## src/rtl/adc_spi_tx.sv

```systemverilog
// Frame-level SPI transmitter: serialises WORDS x WORD_BITS MSB first on CS/SCK/data.
// Optional feature: define ADC_TX_CHECKSUM_EN to append a mod-2^WORD_BITS sum word.
module adc_spi_tx #(
    parameter int WORDS       = 5,
    parameter int WORD_BITS   = 16,
    parameter int HALF_PERIOD = 18
) (
    input  logic                       i_Clock,
    input  logic                       i_Reset,
    input  logic                       i_Start,
    input  logic [WORDS*WORD_BITS-1:0] i_Data,
    output logic                       o_Busy,
    output logic                       o_Done,
    output logic                       o_ADC_CS,
    output logic                       o_ADC_Clock,
    output logic                       o_ADC_Data
);

`ifdef ADC_TX_CHECKSUM_EN
    localparam int TOTAL_WORDS = WORDS + 1;
`else
    localparam int TOTAL_WORDS = WORDS;
`endif
    localparam int TOTAL_BITS = TOTAL_WORDS * WORD_BITS;
    localparam int HP_W       = $clog2(HALF_PERIOD);
    localparam int BC_W       = $clog2(TOTAL_BITS + 1);
    localparam logic [HP_W-1:0] HP_RELOAD = HP_W'(HALF_PERIOD - 1);
    localparam logic [BC_W-1:0] BC_LOAD   = BC_W'(TOTAL_BITS);

    typedef enum logic [2:0] {S_IDLE, S_LEAD, S_LOW, S_HIGH, S_GUARD} state_t;

    state_t                state_q, state_d;
    logic [HP_W-1:0]       half_q, half_d;
    logic [BC_W-1:0]       bits_q, bits_d;
    logic [TOTAL_BITS-1:0] shift_q, shift_d;
    logic [TOTAL_BITS-1:0] frame;
    logic                  cs_q, cs_d;
    logic                  sck_q, sck_d;
    logic                  data_q, data_d;
    logic                  busy_q, busy_d;
    logic                  done_q, done_d;
    logic                  expired;
`ifdef ADC_TX_CHECKSUM_EN
    logic [WORD_BITS-1:0]  checksum;
`endif

    // Word 0 lands in the top bits so the shift register always sends its MSB next.
    always_comb begin
        frame = '0;
        for (int p = 0; p < WORDS; p++) begin
            frame[TOTAL_BITS-1-p*WORD_BITS -: WORD_BITS] = i_Data[p*WORD_BITS +: WORD_BITS];
        end
`ifdef ADC_TX_CHECKSUM_EN
        checksum = '0;
        for (int p = 0; p < WORDS; p++) begin
            checksum = checksum + i_Data[p*WORD_BITS +: WORD_BITS];
        end
        frame[WORD_BITS-1:0] = checksum;
`endif
    end

    assign expired = (half_q == '0);

    always_comb begin
        state_d = state_q;
        half_d  = expired ? half_q : half_q - HP_W'(1);
        bits_d  = bits_q;
        shift_d = shift_q;
        cs_d    = cs_q;
        sck_d   = sck_q;
        data_d  = data_q;
        busy_d  = busy_q;
        done_d  = 1'b0;
        unique case (state_q)
            S_IDLE: begin
                half_d = '0;
                if (i_Start) begin
                    shift_d = frame;
                    bits_d  = BC_LOAD;
                    cs_d    = 1'b0;
                    busy_d  = 1'b1;
                    half_d  = HP_RELOAD;
                    state_d = S_LEAD;
                end
            end
            S_LEAD: begin
                if (expired) begin
                    sck_d   = 1'b0;
                    data_d  = shift_q[TOTAL_BITS-1];
                    half_d  = HP_RELOAD;
                    state_d = S_LOW;
                end
            end
            S_LOW: begin
                if (expired) begin
                    sck_d   = 1'b1;
                    half_d  = HP_RELOAD;
                    state_d = S_HIGH;
                end
            end
            S_HIGH: begin
                if (expired) begin
                    sck_d  = 1'b0;
                    half_d = HP_RELOAD;
                    // Data only moves on the falling edge, so the next bit is driven here.
                    if (bits_q != BC_W'(1)) begin
                        shift_d = shift_q << 1;
                        bits_d  = bits_q - BC_W'(1);
                        data_d  = shift_q[TOTAL_BITS-2];
                        state_d = S_LOW;
                    end else begin
                        bits_d  = '0;
                        data_d  = 1'b0;
                        cs_d    = 1'b1;
                        done_d  = 1'b1;
                        state_d = S_GUARD;
                    end
                end
            end
            S_GUARD: begin
                if (expired) begin
                    busy_d  = 1'b0;
                    half_d  = '0;
                    state_d = S_IDLE;
                end
            end
            default: begin
                state_d = S_IDLE;
            end
        endcase
    end

    always_ff @(posedge i_Clock) begin
        if (i_Reset) begin
            state_q <= S_IDLE;
            half_q  <= '0;
            bits_q  <= '0;
            shift_q <= '0;
            cs_q    <= 1'b1;
            sck_q   <= 1'b0;
            data_q  <= 1'b0;
            busy_q  <= 1'b0;
            done_q  <= 1'b0;
        end else begin
            state_q <= state_d;
            half_q  <= half_d;
            bits_q  <= bits_d;
            shift_q <= shift_d;
            cs_q    <= cs_d;
            sck_q   <= sck_d;
            data_q  <= data_d;
            busy_q  <= busy_d;
            done_q  <= done_d;
        end
    end

    assign o_Busy      = busy_q;
    assign o_Done      = done_q;
    assign o_ADC_CS    = cs_q;
    assign o_ADC_Clock = sck_q;
    assign o_ADC_Data  = data_q;

endmodule

```

## config.mk

```make
export PLATFORM = sky130hd
export DESIGN_NAME = adc_spi_tx
export DESIGN_NICKNAME = d
export VERILOG_FILES = /design/src/rtl/adc_spi_tx.sv
export SDC_FILE = /design/constraint.sdc
export NUM_CORES = 1
export LEC_CHECK = 0
export CAP_MARGIN = 0
export CORE_MARGIN = 5
export CORE_UTILIZATION = 47
export DETAILED_ROUTE_END_ITERATION = 10
export HOLD_SLACK_MARGIN = 0.06
export PLACE_DENSITY = 0.72
export SYNTH_ARGS = -nofsm -noshare
export SYNTH_HDL_FRONTEND = slang
export SYNTH_SLANG_ARGS = --single-unit
```

## constraint.sdc

```tcl
create_clock -name i_Clock -period 2.04 [get_ports i_Clock]
set_input_delay 0.204 -clock i_Clock [delete_from_list [all_inputs] [get_ports i_Clock]]
set_output_delay 0.204 -clock i_Clock [all_outputs]
set_load 0.03 [all_outputs]
```

==> results of run 1 <==
-- flip-flops by register name, indices dropped and copies added, names as in the netlist --
signal       flops
bits_q           7
o_ADC_Clock      1
o_Busy           1
o_ADC_CS         1
half_q           5
state_q          3
shift_q         80
o_Done           1
o_ADC_Data       1
-- worst min path at each step --
| stage | start | endpoint | slack (ns) | depth (start not counted) |
|---|---|---|---|---|
| global placement | shift_q[0] | shift_q[0] | 0.46 | 2 |
| CTS | i_Reset | shift_q[72] | 0.30 | 2 |
| finish | i_Reset | shift_q[72] | 0.31 | 2 |
| detailed placement | shift_q[4] | shift_q[5] | 0.47 | 2 |
| floorplan | i_Data[64] | shift_q[0] | 0.35 | 2 |
| global route | i_Reset | shift_q[65] | 0.32 | 2 |
-- cells by family after synthesis --
kind of cell | Yosys count | share of synthesized area, %
compound gates | 110 | 19.3
xor+xnor | 4 | 0.765
buf+inv | 65 | 5.65
simple gates | 296 | 29.2
fa+ha+maj | 5 | 1.37
flops | 100 | 43.7
-- metal layers --
metal	vias up	global-route usage, %	share of wire, %
li1	2248	-	-
met1	2124	26.6	45
met2	134	31.4	49
met3	10	5.27	5.7
met4	0	4.15	0.65
met5	-	0	0
-- timing repair --
item | CTS | global route
resized for setup | 3 | 17
cloned | 0 | 4
pin swaps | 0 | 5
endpoints found under the setup margin | 3 | 61
buffers inserted | 0 | 5
-- cell usage after synthesis (2+ instances only) --
master    instances
o21ai_0           7
inv_1             6
nor4_1            3
nor3_1           85
buf_2             6
a211oi_1          2
nand3_1           2
or3b_2            2
xnor2_1           3
buf_4             2
nor2_1           14
a311oi_1         80
or3_1             4
dfxtp_1         100
nand2b_1          2
a21oi_1          11
and2_1            3
clkbuf_1         49
nand3b_1          4
nand4_1           2
nor2b_1           2
ha_1              5
a31oi_1           3
nand2_1         165
-- worst reg2reg max path, cell delays in order, from the launching register on --
cell     delay [ns]
dfxtp_4        0.37
inv_2          0.08
ha_4           0.13
or4b_4         0.45
or4_4          0.42
or3_1          0.32
a31oi_1        0.16
-- cell type report --
type,count,area (um2),share of cell area [%]
clock inverters,5,61.3,1.02
well taps,133,166,2.77
multi-input cells,415,2380,39.6
clock buffers,10,128,2.12
flip-flops and latches,100,2010,33.4
repair buffers,121,1240,20.6
inverters,7,26.3,0.437
-- power by group --
part	internal (uW)	total [uW]	switching [uW]	leakage, uW
sequential	2340	2580	241	0.000829
combinational	930	1930	1000	0.00127
clock	565	1260	695	0.0000850
-- stage by stage --
stage / instance area, um2 / setup WS [ns] / utilization (%) / power (uW) / cells
floorplan: 4580 / 0.0321 / - / 3790 / 580
global placement: 5650 / 0.0519 / 58.6 / 4380 / 767
detailed placement: 5650 / 0.0163 / 58.6 / 4440 / 767
CTS: 5840 / 0.00876 / 60.6 / 5700 / 782
global route: 6020 / -0.0414 / 62.4 / 6140 / 791
finish: 6020 / 0.0387 / 62.4 / 5770 / 791
==> key figures, run 1 <==
Floorplan
  • Die Wd: 109 um
  • # rows: 36
  • Initial Util: 47.5%
  • Die ar.: 11,800 um2
  • Die height: 109 um
  • Std-Cell Core Area: 9640 um2
  • IO Count: 88

Layout
  • Number of diodes: 0
  • Final #Nets: 742
  • Layout area overhead: 31.3%
  • Commonest non-fill, non-tap cell in the layout: nand2_1
  • Fraction of layout cells with a size suffix above 1: 10.8%
  • Filler cells: 880
  • Most frequent cells in the layout: nand2_1, dfxtp_1, clkdlybuf4s50_1

Global routing
  • First-pass GRT wire length: 18.9 mm
  • Total GRT Usage: 19.6%
  • Number of global-route vias before repair: 4,074
  • Initial antenna violation count: 0
  • Largest net degree at the start of global routing: 57
  • GR Overflow Total: 0

Setup path
  • Crit path capture type: register
  • Slowest CP cell: or4b_4
  • Crit path to: bits_q[6]
  • Bufs and invs on worst path: 1
  • R2R cell count: 6
  • Arrival time worst endpoint: 2.30 ns
  • Worst R2R Start: bits_q[0]
  • Worst setup startpoint: bits_q[0]
  • CP Cell Sequence: inv_2 -> ha_4 -> or4b_4 -> or4_4 -> or3_1 -> a31oi_1
  • Crit path max fanout: 4
  • Critical Path RT: 2.33 ns
  • Slowest stage delay, CP: 0.45 ns
  • Reg2reg end: bits_q[6]
  • Crit path depth: 6
  • CP top delay family: simple AND/OR/NAND/NOR gates
  • Reg2reg setup slack: 0.04 ns
  • Worst Setup Start Kind: register
  • Critical path type: register to register

Placed design
  • # port buffers: 87
  • DP Wirelength: 7.48 mm
  • RePlAce Congestion: 0.790

Power and ir drop
  • Cell Pwr Density: 959 nW/um2
  • P_leak: 0.00219 uW
  • VDD IR max: 416 uV

Timing
  • Final-report hold violation count: 0
  • Final setup violation count: 0
  • WHS: 0.314 ns
  • Fmax: 500 MHz
  • Fin crit period: 2.00 ns
  • Tcrit/Tclk final: 98.1%
  • Slew @ Worst Pin: 0.470 ns
  • Worst rel slew slack: 68.4%
  • TNS Setup: 0 ns
  • Layout Skew: 0.00881 ns
  • RSZ-0062 raised after global routing: true
  • Max-slew violation count: 0

Synthesis
  • Seq/Total Area, Yosys: 43.7%
  • #FFs+latches synth: 100
  • Post-synth top area share: 43.7%
  • Post-synthesis async set-or-reset flop share: 0%
  • Synth top area cells: dfxtp_1, a311oi_1, nand2_1
  • Synth Warn #: 0
  • Synthesized area per cell: 7.90 um2
  • Mapped Cells: 580
  • Post-synth EDFFs: 0
  • Main synth FF type: dfxtp_1
  • Synth area leader: dfxtp_1
  • Netlist cell types: 42
  • Mapped Area: 4580 um2
  • Mapped Nets: 668

Clock tree
  • Htree depth: 3
  • Hold buffers post-CTS: 0
  • Clk Latency, worst-skew pair: 0.37 ns
  • CTS Root Cell: clkbuf_8
  • Num CTS Buffers: 9
  • Clock Tree Buf Depth: 2
  • Worst-path clk slew: 0.10 ns
  • Clk sink count: 100
  • CTS tree: done

Route
  • DR vias/cell: 5.71
  • Via Count: 4,516
  • Post-DRT Antenna Nets: 0
  • Routed Wire Length: 12.2 mm
  • Iter 0 DRT Violations: 220
  • DR DRC count: 0
  • 1st-pass router iterations: 5
  • Wire per inst: 15.4 um

Min path
  • Min-delay worst type: input pin to register

Run
  • Max-Cap Viols: 0

Run status
  • Outcome: completed
No activity file was read; power rests on OpenSTA's default activity.
==> run 2: changes to the inputs <==
CORE_UTILIZATION = 56   (was 47)
PLACE_DENSITY = 0.81   (was 0.72)
SKIP_LAST_GASP = 1   (was not set)
clock period = 2.5 ns   (was 2.04 ns; I/O delays follow)
==> key figures, run 2 (synthesized netlist as in run 1, its figures left out) <==
Run status
  • Outcome: completed

Clock tree
  • Htree depth: 3
  • CTS tree: done
  • Num CTS Buffers: 9
  • Clock Tree Buf Depth: 2
  • Worst-path clk slew: 0.09 ns
  • Hold buffers post-CTS: 0
  • Clk sink count: 100
  • Post-CTS Setup Inserts: 0
  • Clk Latency, worst-skew pair: 0.37 ns
  • Post-CTS sizing: 0
  • CTS Root Cell: clkbuf_8

Placed design
  • DP Wirelength: 7.29 mm
  • # port buffers: 87
  • Dpl cell area: 5530 um2
  • RePlAce Congestion: 0.832

Timing
  • WHS: 0.426 ns
  • Final setup violation count: 0
  • RSZ-0062 raised after global routing: false
  • Worst rel slew slack: 54.3%
  • Fmax: 462 MHz
  • Fin crit period: 2.16 ns
  • Final-report hold violation count: 0
  • Slew @ Worst Pin: 0.686 ns
  • Layout Skew: 0.00874 ns
  • Max-slew violation count: 0
  • TNS Setup: 0 ns
  • Tcrit/Tclk final: 86.5%

Layout
  • Final #Nets: 720
  • Layout area overhead: 26.6%
  • Filler cells: 657
  • Most frequent cells in the layout: nand2_1, dfxtp_1, clkdlybuf4s50_1
  • Finished Cell Area: 5800 um2
  • Number of diodes: 0
  • Final core utilization: 71.7%
  • Biggest regs: shift_q x80, bits_q x7, half_q x5
  • Fraction of layout cells with a size suffix above 1: 5.97%
  • Biggest register: shift_q
  • Commonest non-fill, non-tap cell in the layout: nand2_1
  • Largest register FFs: 80

Power and ir drop
  • Sequential share of power: 43.1%
  • Clk network pwr share: 27.5%
  • Logic pwr share: 29.4%
  • Internal: 3350 uW
  • Switching Fraction: 31.4%
  • VDD IR max: 443 uV
  • Sw power: 1540 uW
  • P_leak: 0.00210 uW
  • Cell Pwr Density: 843 nW/um2

Setup path
  • R2R cell count: 7
  • Arrival time worst endpoint: 2.42 ns
  • Worst Setup Start Kind: register
  • Crit path to: shift_q[58]
  • Crit path max fanout: 32
  • Critical path type: register to register
  • Reg2reg end: shift_q[58]
  • Crit path capture type: register
  • Worst setup startpoint: bits_q[1]
  • Worst R2R Start: bits_q[1]
  • Reg2reg setup slack: 0.34 ns
  • Critical Path RT: 2.76 ns

Floorplan
  • Die Wd: 100 um
  • # rows: 33
  • Initial Util: 56.6%
  • IO Count: 88
  • Die height: 100 um
  • Std-Cell Core Area: 8090 um2
  • Die ar.: 10,100 um2

Route
  • DR vias/cell: 6.01
  • 1st-pass router iterations: 5
  • DR DRC count: 0
  • Routed Wire Length: 11.5 mm
  • Wire per inst: 15.5 um
  • Iter 0 DRT Violations: 295
  • Post-DRT Antenna Nets: 0
  • Via Count: 4,462

Global routing
  • Number of global-route vias before repair: 4,248
  • First-pass GRT wire length: 19.5 mm
  • Largest net degree at the start of global routing: 84
  • GR Overflow Total: 0
  • Total GRT Usage: 23.4%
  • Initial antenna violation count: 0

Min path
  • HP Start: i_Reset
  • Min-delay worst type: input pin to register

Run
  • Max-Cap Viols: 0
[run 2: cell types whose count changed in the layout (fill, tap and decap cells not counted), sizes merged]
cell,previous run,this run
clkbuf,13,10
inv,8,7
bufinv,1,4
clkinvlp,3,2
buf,32,13
[run 2: worst max-delay path, stage by stage, from the launching register on]
cell	delay (ns)
dfxtp_1	0.35
inv_1	0.09
ha_1	0.16
nor3b_1	0.49
and2_1	0.32
o21ai_4	0.16
buf_12	0.21
a311oi_1	0.27
[run 2: power by group through the flow]
stage          Clock [uW]  Sequential, uW  Combinational [uW]
2_1_floorplan           0            2100                 999
3_3_place_gp            0            2120                1380
5_1_grt              1440            2150                1600
4_1_cts              1360            2110                1440
6_report             1340            2110                1440
3_5_place_dp            0            2140                1430
[run 2: area by class of cell]
class	instances	area [um2]	area share [%]
repair buffers	99	1020	17.6
clock inverters	6	135	2.33
clock buffers	10	138	2.37
inverters	7	26.3	0.453
flip-flops and latches	100	2000	34.5
well taps	105	131	2.26
multi-input cells	415	2350	40.5
[run 2: how the worst min path moves through the flow]
stage | to | slack (ns) | cells after the start
floorplan | shift_q[0] | 0.39 | 2
global placement | shift_q[0] | 0.46 | 2
detailed placement | shift_q[19] | 0.48 | 2
CTS | o_Done | 0.40 | 2
global route | o_Done | 0.45 | 2
finish | o_Done | 0.43 | 2
[run 2: routing by layer]
layer / share of wire (%) / vias up / global-route usage [%]
met4: 0.81 / 0 / 5.39
met5: 0 / - / 0
li1: - / 2201 / -
met3: 6.5 / 9 / 6.02
met2: 47 / 176 / 37.0
met1: 46 / 2076 / 32.1
[run 2: stage by stage]
stage                     worst slack (ns)  std cells  power (uW)
after floorplan                      0.492        580        3100
after global placement               0.360        726        3500
after detailed placement             0.345        726        3570
after CTS                            0.355        742        4900
after global routing                 0.109        742        5180
final                                0.337        742        4890
